===== src/rtl/compare_seq_ctrl_pkg.sv =====
// Shared types and helpers for the serial word comparator sequencer.
package compare_seq_ctrl_pkg;

  // Sequencer states; encodings are fixed so other blocks can decode them.
  typedef enum logic [1:0] {
    ST_IDLE = 2'd0,
    ST_RUN  = 2'd1,
    ST_DONE = 2'd2
  } state_t;

  // Width of a bit index into a word of the given width, never less than one bit.
  function automatic int calc_idxw(input int width);
    return (width > 1) ? $clog2(width) : 1;
  endfunction

endpackage


===== src/rtl/compare_seq_ctrl_cmp.sv =====
// Single-bit equality cell shared with the rest of the control path.
module compare_seq_ctrl_cmp (
  input  logic a,
  input  logic b,
  output logic equal
);

  assign equal = ~(a ^ b);

endmodule


===== src/rtl/compare_seq_ctrl.sv =====
// Serial LSB-first word comparator sequencer with start/busy/done handshake.
// Reports whether two words are identical and the lowest differing bit.
module compare_seq_ctrl
  import compare_seq_ctrl_pkg::*;
#(
  parameter int WIDTH      = 8,
  parameter int EARLY_EXIT = 1,
  localparam int IDXW      = calc_idxw(WIDTH)
) (
  input  logic             clock,
  input  logic             reset,
  input  logic             start,
  input  logic [WIDTH-1:0] a_word,
  input  logic [WIDTH-1:0] b_word,
  output logic             busy,
  output logic             done,
  output logic             equal,
  output logic [IDXW-1:0]  mismatch_idx
);

  // One extra counter bit so counting up to WIDTH never wraps for power-of-two widths.
  localparam int CNTW = IDXW + 1;

  state_t           state;
  state_t           next_state;
  logic [WIDTH-1:0] a_sh;
  logic [WIDTH-1:0] b_sh;
  logic [CNTW-1:0]  bit_cnt;
  logic             miss;
  logic [IDXW-1:0]  miss_idx;
  logic             eq_bit;
  logic             last_bit;
  logic             stop_early;

  compare_seq_ctrl_cmp u_cmp (
    .a     (a_sh[0]),
    .b     (b_sh[0]),
    .equal (eq_bit)
  );

  assign last_bit   = (bit_cnt == CNTW'(WIDTH - 1));
  assign stop_early = (EARLY_EXIT != 0) && !eq_bit;
  assign busy       = (state == ST_RUN);
  assign done       = (state == ST_DONE);

  // State register; reset wins over everything and drops any operation in flight.
  always_ff @(posedge clock) begin
    if (reset) state <= ST_IDLE;
    else       state <= next_state;
  end

  // Next-state decode: accept only from IDLE, leave RUN on the last bit or an early mismatch.
  always_comb begin
    next_state = state;
    case (state)
      ST_IDLE: if (start) next_state = ST_RUN;
      ST_RUN:  if (stop_early || last_bit) next_state = ST_DONE;
      ST_DONE: next_state = ST_IDLE;
      default: next_state = ST_IDLE;
    endcase
  end

  // Datapath: capture operands on accept, shift one bit per RUN cycle, latch results on the way into DONE.
  always_ff @(posedge clock) begin
    if (reset) begin
      a_sh         <= '0;
      b_sh         <= '0;
      bit_cnt      <= '0;
      miss         <= 1'b0;
      miss_idx     <= '0;
      equal        <= 1'b0;
      mismatch_idx <= '0;
    end else begin
      case (state)
        ST_IDLE: begin
          if (start) begin
            a_sh         <= a_word;
            b_sh         <= b_word;
            bit_cnt      <= '0;
            miss         <= 1'b0;
            miss_idx     <= '0;
            equal        <= 1'b0;
            mismatch_idx <= '0;
          end
        end
        ST_RUN: begin
          a_sh    <= a_sh >> 1;
          b_sh    <= b_sh >> 1;
          bit_cnt <= bit_cnt + 1'b1;
          if (!eq_bit && !miss) begin
            miss     <= 1'b1;
            miss_idx <= bit_cnt[IDXW-1:0];
          end
          if (next_state == ST_DONE) begin
            equal <= !miss && eq_bit;
            if (miss)        mismatch_idx <= miss_idx;
            else if (!eq_bit) mismatch_idx <= bit_cnt[IDXW-1:0];
            else             mismatch_idx <= '0;
          end
        end
        default: ;
      endcase
    end
  end

endmodule


===== config.mk =====
export PLATFORM = sky130hd
export DESIGN_NAME = compare_seq_ctrl
export DESIGN_NICKNAME = d
export VERILOG_FILES = /design/src/rtl/compare_seq_ctrl_pkg.sv /design/src/rtl/compare_seq_ctrl_cmp.sv /design/src/rtl/compare_seq_ctrl.sv
export SDC_FILE = /design/constraint.sdc
export NUM_CORES = 1
export LEC_CHECK = 0
export ABC_AREA = 1
export ABC_CLOCK_PERIOD_IN_PS = 1600
export CORE_MARGIN = 10
export CORE_UTILIZATION = 56
export DETAILED_ROUTE_END_ITERATION = 16
export DONT_BUFFER_PORTS = 1
export GPL_TIMING_DRIVEN = 0
export PLACE_DENSITY_LB_ADDON = 0.2
export REMOVE_ABC_BUFFERS = 1
export SYNTH_ARGS = -nofsm -noshare
export SYNTH_HDL_FRONTEND = slang
export SYNTH_HIERARCHICAL = 1
export SYNTH_SLANG_ARGS = --single-unit

===== constraint.sdc =====
create_clock -name clock -period 1.6 [get_ports clock]
set_clock_uncertainty 0.2 [all_clocks]
set_input_delay 0.08 -clock clock [delete_from_list [all_inputs] [get_ports clock]]
set_output_delay 0.08 -clock clock [all_outputs]
set_load 0.01 [all_outputs]

==> metrics.md, run 1 <==
| Metric | Value |
|---|---|
| Outcome | `complete, no violations` |
| Final min period | `1.548 ns` |
| Post-synth top area share | `0.4461` |
| Worst-Skew Late Latency | `0.33 ns` |
| Yosys top cell by area | `dfxtp_1` |
| # diodes | `0` |
| Final setup fails | `0` |
| Pleak | `0.0006957 uW` |
| Chip width | `69.03 um` |
| Clk sinks | `30` |
| Slowest-stage cell, CP | `dfxtp_2` |
| Layout cell share with drive strength beyond 1 | `0.1488` |
| Clock Pin Slew Worst Setup and Hold Paths | `0.09 ns` |
| Crit path max-delay family | `flip-flops` |
| Startpoint types | `flip-flop` |
| Vias/cell | `5.535` |
| Largest net degree at the start of global routing | `20` |
| Final WL | `3695 um` |
| Final antenna-violating net count | `0` |
| Max VDD drop | `0.6981 mV` |
| Area growth syn-to-layout | `24.91%` |
| Synth Warn # | `6` |
| Fin worst setup slack | `0.05229 ns` |
| Main flop type after synthesis | `dfxtp_1` |
| Post-synthesis simple-gate area fraction | `0.3225` |
| Critical Path RT | `1.64 ns` |
| Die area | `4765 um^2` |
| Post-synthesis xor/xnor area fraction | `0` |
| Top cells by count, synth | `nand2_1, dfxtp_1, inv_1` |
| Grt ovf | `0` |
| Most numerous cell in the Yosys netlist | `nand2_1` |
| Ports | `25` |
| # Max-Cap Violations | `0` |
| Register area share after synthesis | `0.4461` |
| Total power | `1634 uW` |
| Post-Place Cells | `211` |
| Cts bufs inserted | `5` |
| Final cycle utilization of the critical path | `0.9673` |
| Total GRT Usage | `0.1490` |
| CTS Root Cell | `clkbuf_4` |
| Synth Instances | `190` |
| Complex-gate fraction of the synthesized area | `0.1329` |
| Finished Layout Cells | `243` |
| FP Rows | `17` |
| Sum Neg Setup Slack | `0 ns` |
| Core area | `2255 um^2` |
| PortBufs | `0` |
| Hold Fails Final Rpt | `0` |
| Initial antenna violation count | `0` |
| Worst Path Arrival | `1.59 ns` |
| Initial core utilization | `0.5971` |
| Relative max-transition margin | `0.4592` |
| Avg Synthesized Cell Area | `7.086 um^2` |
| Critical path peak fanout | `14` |
| Die span in y | `69.03 um` |
| CP Capture Type | `flip-flop` |
| H-tree lvl count | `2` |
| Avg WL per Cell | `15.21 um` |
| Distinct cells, synth | `22` |
| Worst slack, placed | `-0.1959 ns` |
| CTS tree | `done` |
| Hold Crit Class | `primary input to flip-flop` |
| #FFs+latches synth | `30` |
| Multiplexer share of the synthesized area | `0` |
| Post-synth EDFFs | `0` |
| Nets@finish | `234` |
| Clk buf depth | `2` |
| RD Place Congestion | `0.7841` |
| FFs w/ async S/R, synth | `0` |
| Slew Viols, Final | `0` |
| Slowest cell delay on critical path | `0.40 ns` |
| Critical path, cell by cell | `inv_1 > nand2_2 > nand2_4 > inv_6 > nand2_1 > a31oi_1` |
| Total number of vias | `1345` |
| Detailed placement HPWL | `2084 um` |
| Post-route DRC | `0` |
| Largest family of logic cells by synthesized area | `simple AND/OR/NAND/NOR gates` |
| Cell Area, Synth | `1346 um^2` |
| Pwr Density | `971.8 nW/um^2` |
| Initial DRC Count | `87` |
| Kind of critical path | `flip-flop to flip-flop` |
| Pre-antenna DRT Iters | `4` |
| Adder-cell area share of the yosys netlist | `0.009294` |
| Slew @ Worst Pin | `0.8085 ns` |
| Worst Path Buf+Inv | `2` |
| Ranking of synthesized cells by area | `dfxtp_1, nand2_1, a21oi_1` |
| Max frequency | `0.6461 GHz` |
| Global-route wire length before repair | `5982 um` |
| Number of global-route vias before repair | `1288` |
==> placed cells by master (no fill, tap or decap), drive strengths merged <==
cell type    synthesis  routed
nand2               78      78
dfxtp               30      30
dlygate4sd3          0      19
inv                 19      19
a21oi               14      14
nor2                10      12
nand3               11      11
a31oi                7       7
o21ai                7       7
clkbuf               2       7
o211ai               3       3
buf                  5       3
a22oi                1       1
nor3                 1       1
nand3b               1       1
ha                   1       1
clkinv               0       1
==> kinds of logic (layout without fill, tap and decap cells) <==
| logic type | after synthesis | after routing |
|---|---|---|
| compound gates | 32 | 32 |
| flops | 30 | 30 |
| fa+ha+maj | 1 | 1 |
| buf+inv | 26 | 49 |
| simple gates | 101 | 103 |
==> repair_timing <==
item                                   CTS  global route
setup endpoints to repair                9            25
hold buffers                            19             0
setup buffers                            0             3
pin swaps                                1             2
endpoints found under the hold margin   30             0
gates resized for setup                  3            15
cloned                                   2             0
==> metrics by stage <==
step	utilization	hold WS [ns]	cell area (um^2)
finish	0.7458	0.2333	1682
global route	0.7458	0.2540	1682
CTS	0.7125	0.2382	1607
detailed placement	0.5921	-0.04702	1335
global placement	0.5921	-0.04738	1335
floorplan	-	-0.05212	1300
==> flip-flops by register name (all words and copies together), names as in the netlist <==
signal / count
a_sh: 8
b_sh: 8
bit_cnt: 4
mismatch_idx: 3
miss_idx: 3
state: 2
equal: 1
miss: 1
==> cell type report <==
type                    instances  area [um^2]
multi-input cells             136        674.4
flip-flops and latches         30        610.6
fillers                       166        573.1
repair buffers                 22        225.2
inverters                      19        76.32
clock buffers                   7        55.05
well taps                      28        35.03
clock inverters                 1        5.005
==> worst register-to-register path, stage by stage, from the launching register on <==
cell	delay, ns
dfxtp_2	0.40
inv_1	0.11
nand2_2	0.18
nand2_4	0.15
inv_6	0.16
nand2_1	0.08
a31oi_1	0.18
==> metal layers <==
layer / GRT usage / vias up / routed length, um
li1: - / 657 / -
met1: 0.1797 / 614 / 1508
met2: 0.2258 / 62 / 1797
met3: 0.05421 / 12 / 296
met4: 0.07317 / 0 / 93
met5: 0 / - / 0
==> where the power goes <==
part           internal (uW)  total (uW)  switching (uW)  leakage (uW)
Clock                    213         471             259     0.0000353
Sequential               797         840            42.5      0.000248
Combinational            125         324             199      0.000413
Total                   1130        1630             500      0.000696
==> final timing paths <==
path                    start     endpoint  slack (ns)  depth (start not counted)
hold reg to reg   miss_idx[1]  miss_idx[1]        0.26                          2
setup / recovery     state[1]      a_sh[5]        0.05                          6
hold / removal      b_word[7]      b_sh[7]        0.23                          3
setup reg to reg     state[1]      a_sh[5]        0.05                          6
No activity file was read; power rests on OpenSTA's default activity.
==> inputs of run 2 (changes only) <==
Settings changed: GPL_TIMING_DRIVEN 0 to not set.
==> run 2 against run 1 <==
Register-to-register slack improved by 0.07 ns. Non-clock buffer count rose by 4. Die area did not move. First-iteration DRC count rose by 44%. Largest cell class unchanged.
==> metrics.md, run 2 (same netlist as run 1, synthesis figures left out) <==
| Metric | Value |
|---|---|
| Met3 usage | `0.06134` |
| Post-route DRC | `0` |
| Final setup fails | `0` |
| Cts bufs inserted | `5` |
| Number of global-route vias before repair | `1280` |
| Slew Viols, Final | `0` |
| FF-to-FF path depth | `6` |
| H-tree lvl count | `2` |
| Max VDD drop | `0.8506 mV` |
| Initial DRC Count | `125` |
| Vias/cell | `5.418` |
| Largest regs | `a_sh (8), b_sh (8), bit_cnt (4)` |
| Reg2reg start | `state[1]` |
| Final WL | `3415 um` |
| Most frequent cells in the layout | `nand2_1, dfxtp_1, dlygate4sd3_1, inv_1, a21oi_1` |
| Chip width | `69.03 um` |
| Critical path, cell by cell | `inv_2 > nor2_4 > buf_4` |
| Kind of critical path | `flip-flop to output pin` |
| Largest net degree at the start of global routing | `21` |
| HP Start | `b_word[7]` |
| Final min period | `1.524 ns` |
| Max frequency | `0.6560 GHz` |
| Total power | `1565 uW` |
| PortBufs | `0` |
| Grt ovf | `0` |
| Filler Cells Inserted | `190` |
| Worst Path Arrival | `1.24 ns` |
| Placed inst area | `1380 um^2` |
| CTS Root Cell | `clkbuf_4` |
| Relative max-transition margin | `0.4824` |
| Pwr Density | `945.6 nW/um^2` |
| Worst r2r dst | `miss` |
| Ports | `25` |
| Hold Fails Final Rpt | `0` |
| Pre-antenna DRT Iters | `4` |
| Detailed placement HPWL | `2270 um` |
| Crit path max-delay family | `flip-flops` |
| # diodes | `0` |
| Core area | `2255 um^2` |
| Worst Path Buf+Inv | `2` |
| Layout cell share with drive strength beyond 1 | `0.1157` |
| Initial antenna violation count | `0` |
| Most common cell after layout, fill and taps aside | `nand2_1` |
| Met1 Use GR | `0.1490` |
| Global-route wire length before repair | `5575 um` |
| FP Rows | `17` |
| Critical Path RT | `1.32 ns` |
| Die area | `4765 um^2` |
| Pleak | `0.0006979 uW` |
| Initial core utilization | `0.5971` |
| Nets@finish | `236` |
| Clk sinks | `30` |
| Slew @ Worst Pin | `0.7739 ns` |
| CTS tree | `done` |
| Post-route cell area | `1655 um^2` |
| Area growth syn-to-layout | `22.96%` |
| # Max-Cap Violations | `0` |
| RD Place Congestion | `0.9412` |
| Total GRT Usage | `0.1384` |
| Final antenna-violating net count | `0` |
| Hold Path End | `b_sh[7]` |
| Avg WL per Cell | `14.00 um` |
| Clk buf depth | `2` |
| CP Capture Type | `output pin` |
| Outcome | `complete, no violations` |
| Grt met2 use | `0.2238` |
| Sum Neg Setup Slack | `0 ns` |
| Final cycle utilization of the critical path | `0.9527` |
| Top Usage Layer GRT | `met2` |
| Hold Crit Class | `primary input to flip-flop` |
| Hold path cells | `3` |
| Worst-Skew Late Latency | `0.34 ns` |
| Reg2reg setup slack | `0.12 ns` |
| Clock Pin Slew Worst Setup and Hold Paths | `0.09 ns` |
| Startpoint types | `flip-flop` |
| Critical path peak fanout | `10` |
| RSZ-0062 raised after global routing | `no` |
| Total number of vias | `1322` |
| Worst Setup SP | `state[0]` |
| Slowest cell delay on critical path | `0.42 ns` |
| Slowest-stage cell, CP | `dfxtp_2` |
| Die span in y | `69.03 um` |
[run 2: cell types whose count changed in the layout (fill, tap and decap cells not counted), sizes merged]
| cell | before | now |
|---|---|---|
| buf | 3 | 7 |
| nor2 | 12 | 10 |
| clkinv | 1 | 0 |
[run 2: what timing repair did]
action,CTS,global route
buffers inserted,0,1
endpoints found under the setup margin,0,12
hold buffers,8,11
endpoints found under the hold margin,30,19
gates resized for setup,0,8
[run 2: power by group]
| group | switching, uW | leakage (uW) | internal (uW) | total [uW] |
|---|---|---|---|---|
| Sequential | 37.3 | 0.000246 | 795 | 833 |
| Clock | 256 | 0.0000254 | 165 | 422 |
| Combinational | 184 | 0.000427 | 127 | 311 |
[run 2: metal layers]
layer | routed length (um) | up-vias | part of all wire
met1 | 1428 | 600 | 0.42
li1 | - | 658 | -
met2 | 1623 | 57 | 0.48
met3 | 296 | 7 | 0.087
met4 | 66 | 0 | 0.019
met5 | 0 | - | 0
[run 2: how the worst max path moves through the flow]
stage                     slack [ns]  cells past startpoint               to
after CTS                      0.003                      7  mismatch_idx[2]
final                           0.08                      3             busy
after global routing           0.007                      3             busy
after floorplan                 0.08                      8  mismatch_idx[2]
after global placement          0.06                      6  mismatch_idx[2]
after detailed placement        0.02                      7  mismatch_idx[2]
[run 2: per-stage QoR]
step           setup slack, ns  std cells  hold WS (ns)  utilization
3_3_place_gp           0.06143        217      -0.04720       0.6121
5_1_grt               0.007274        244        0.2588       0.7342
3_5_place_dp           0.01904        217      -0.04734       0.6121
4_1_cts               0.002967        232       -0.4129       0.6676
2_1_floorplan          0.07799        183      -0.05212            -
6_report               0.07562        244        0.2325       0.7342
[run 2: cell type report]
cell class | count | area [um^2] | area share
clock buffer | 7 | 45.04 | 0.02721
inverter | 19 | 73.82 | 0.04460
multi-input combinational | 134 | 643.1 | 0.3885
sequential | 30 | 603.1 | 0.3643
tap | 28 | 35.03 | 0.02116
timing repair buffer | 26 | 255.2 | 0.1542
[run 2: tightest hold or removal path, cell delays in order]
cell,delay (ns)
dlygate4sd3_1,0.53
nand2_1,0.06
a21oi_1,0.05
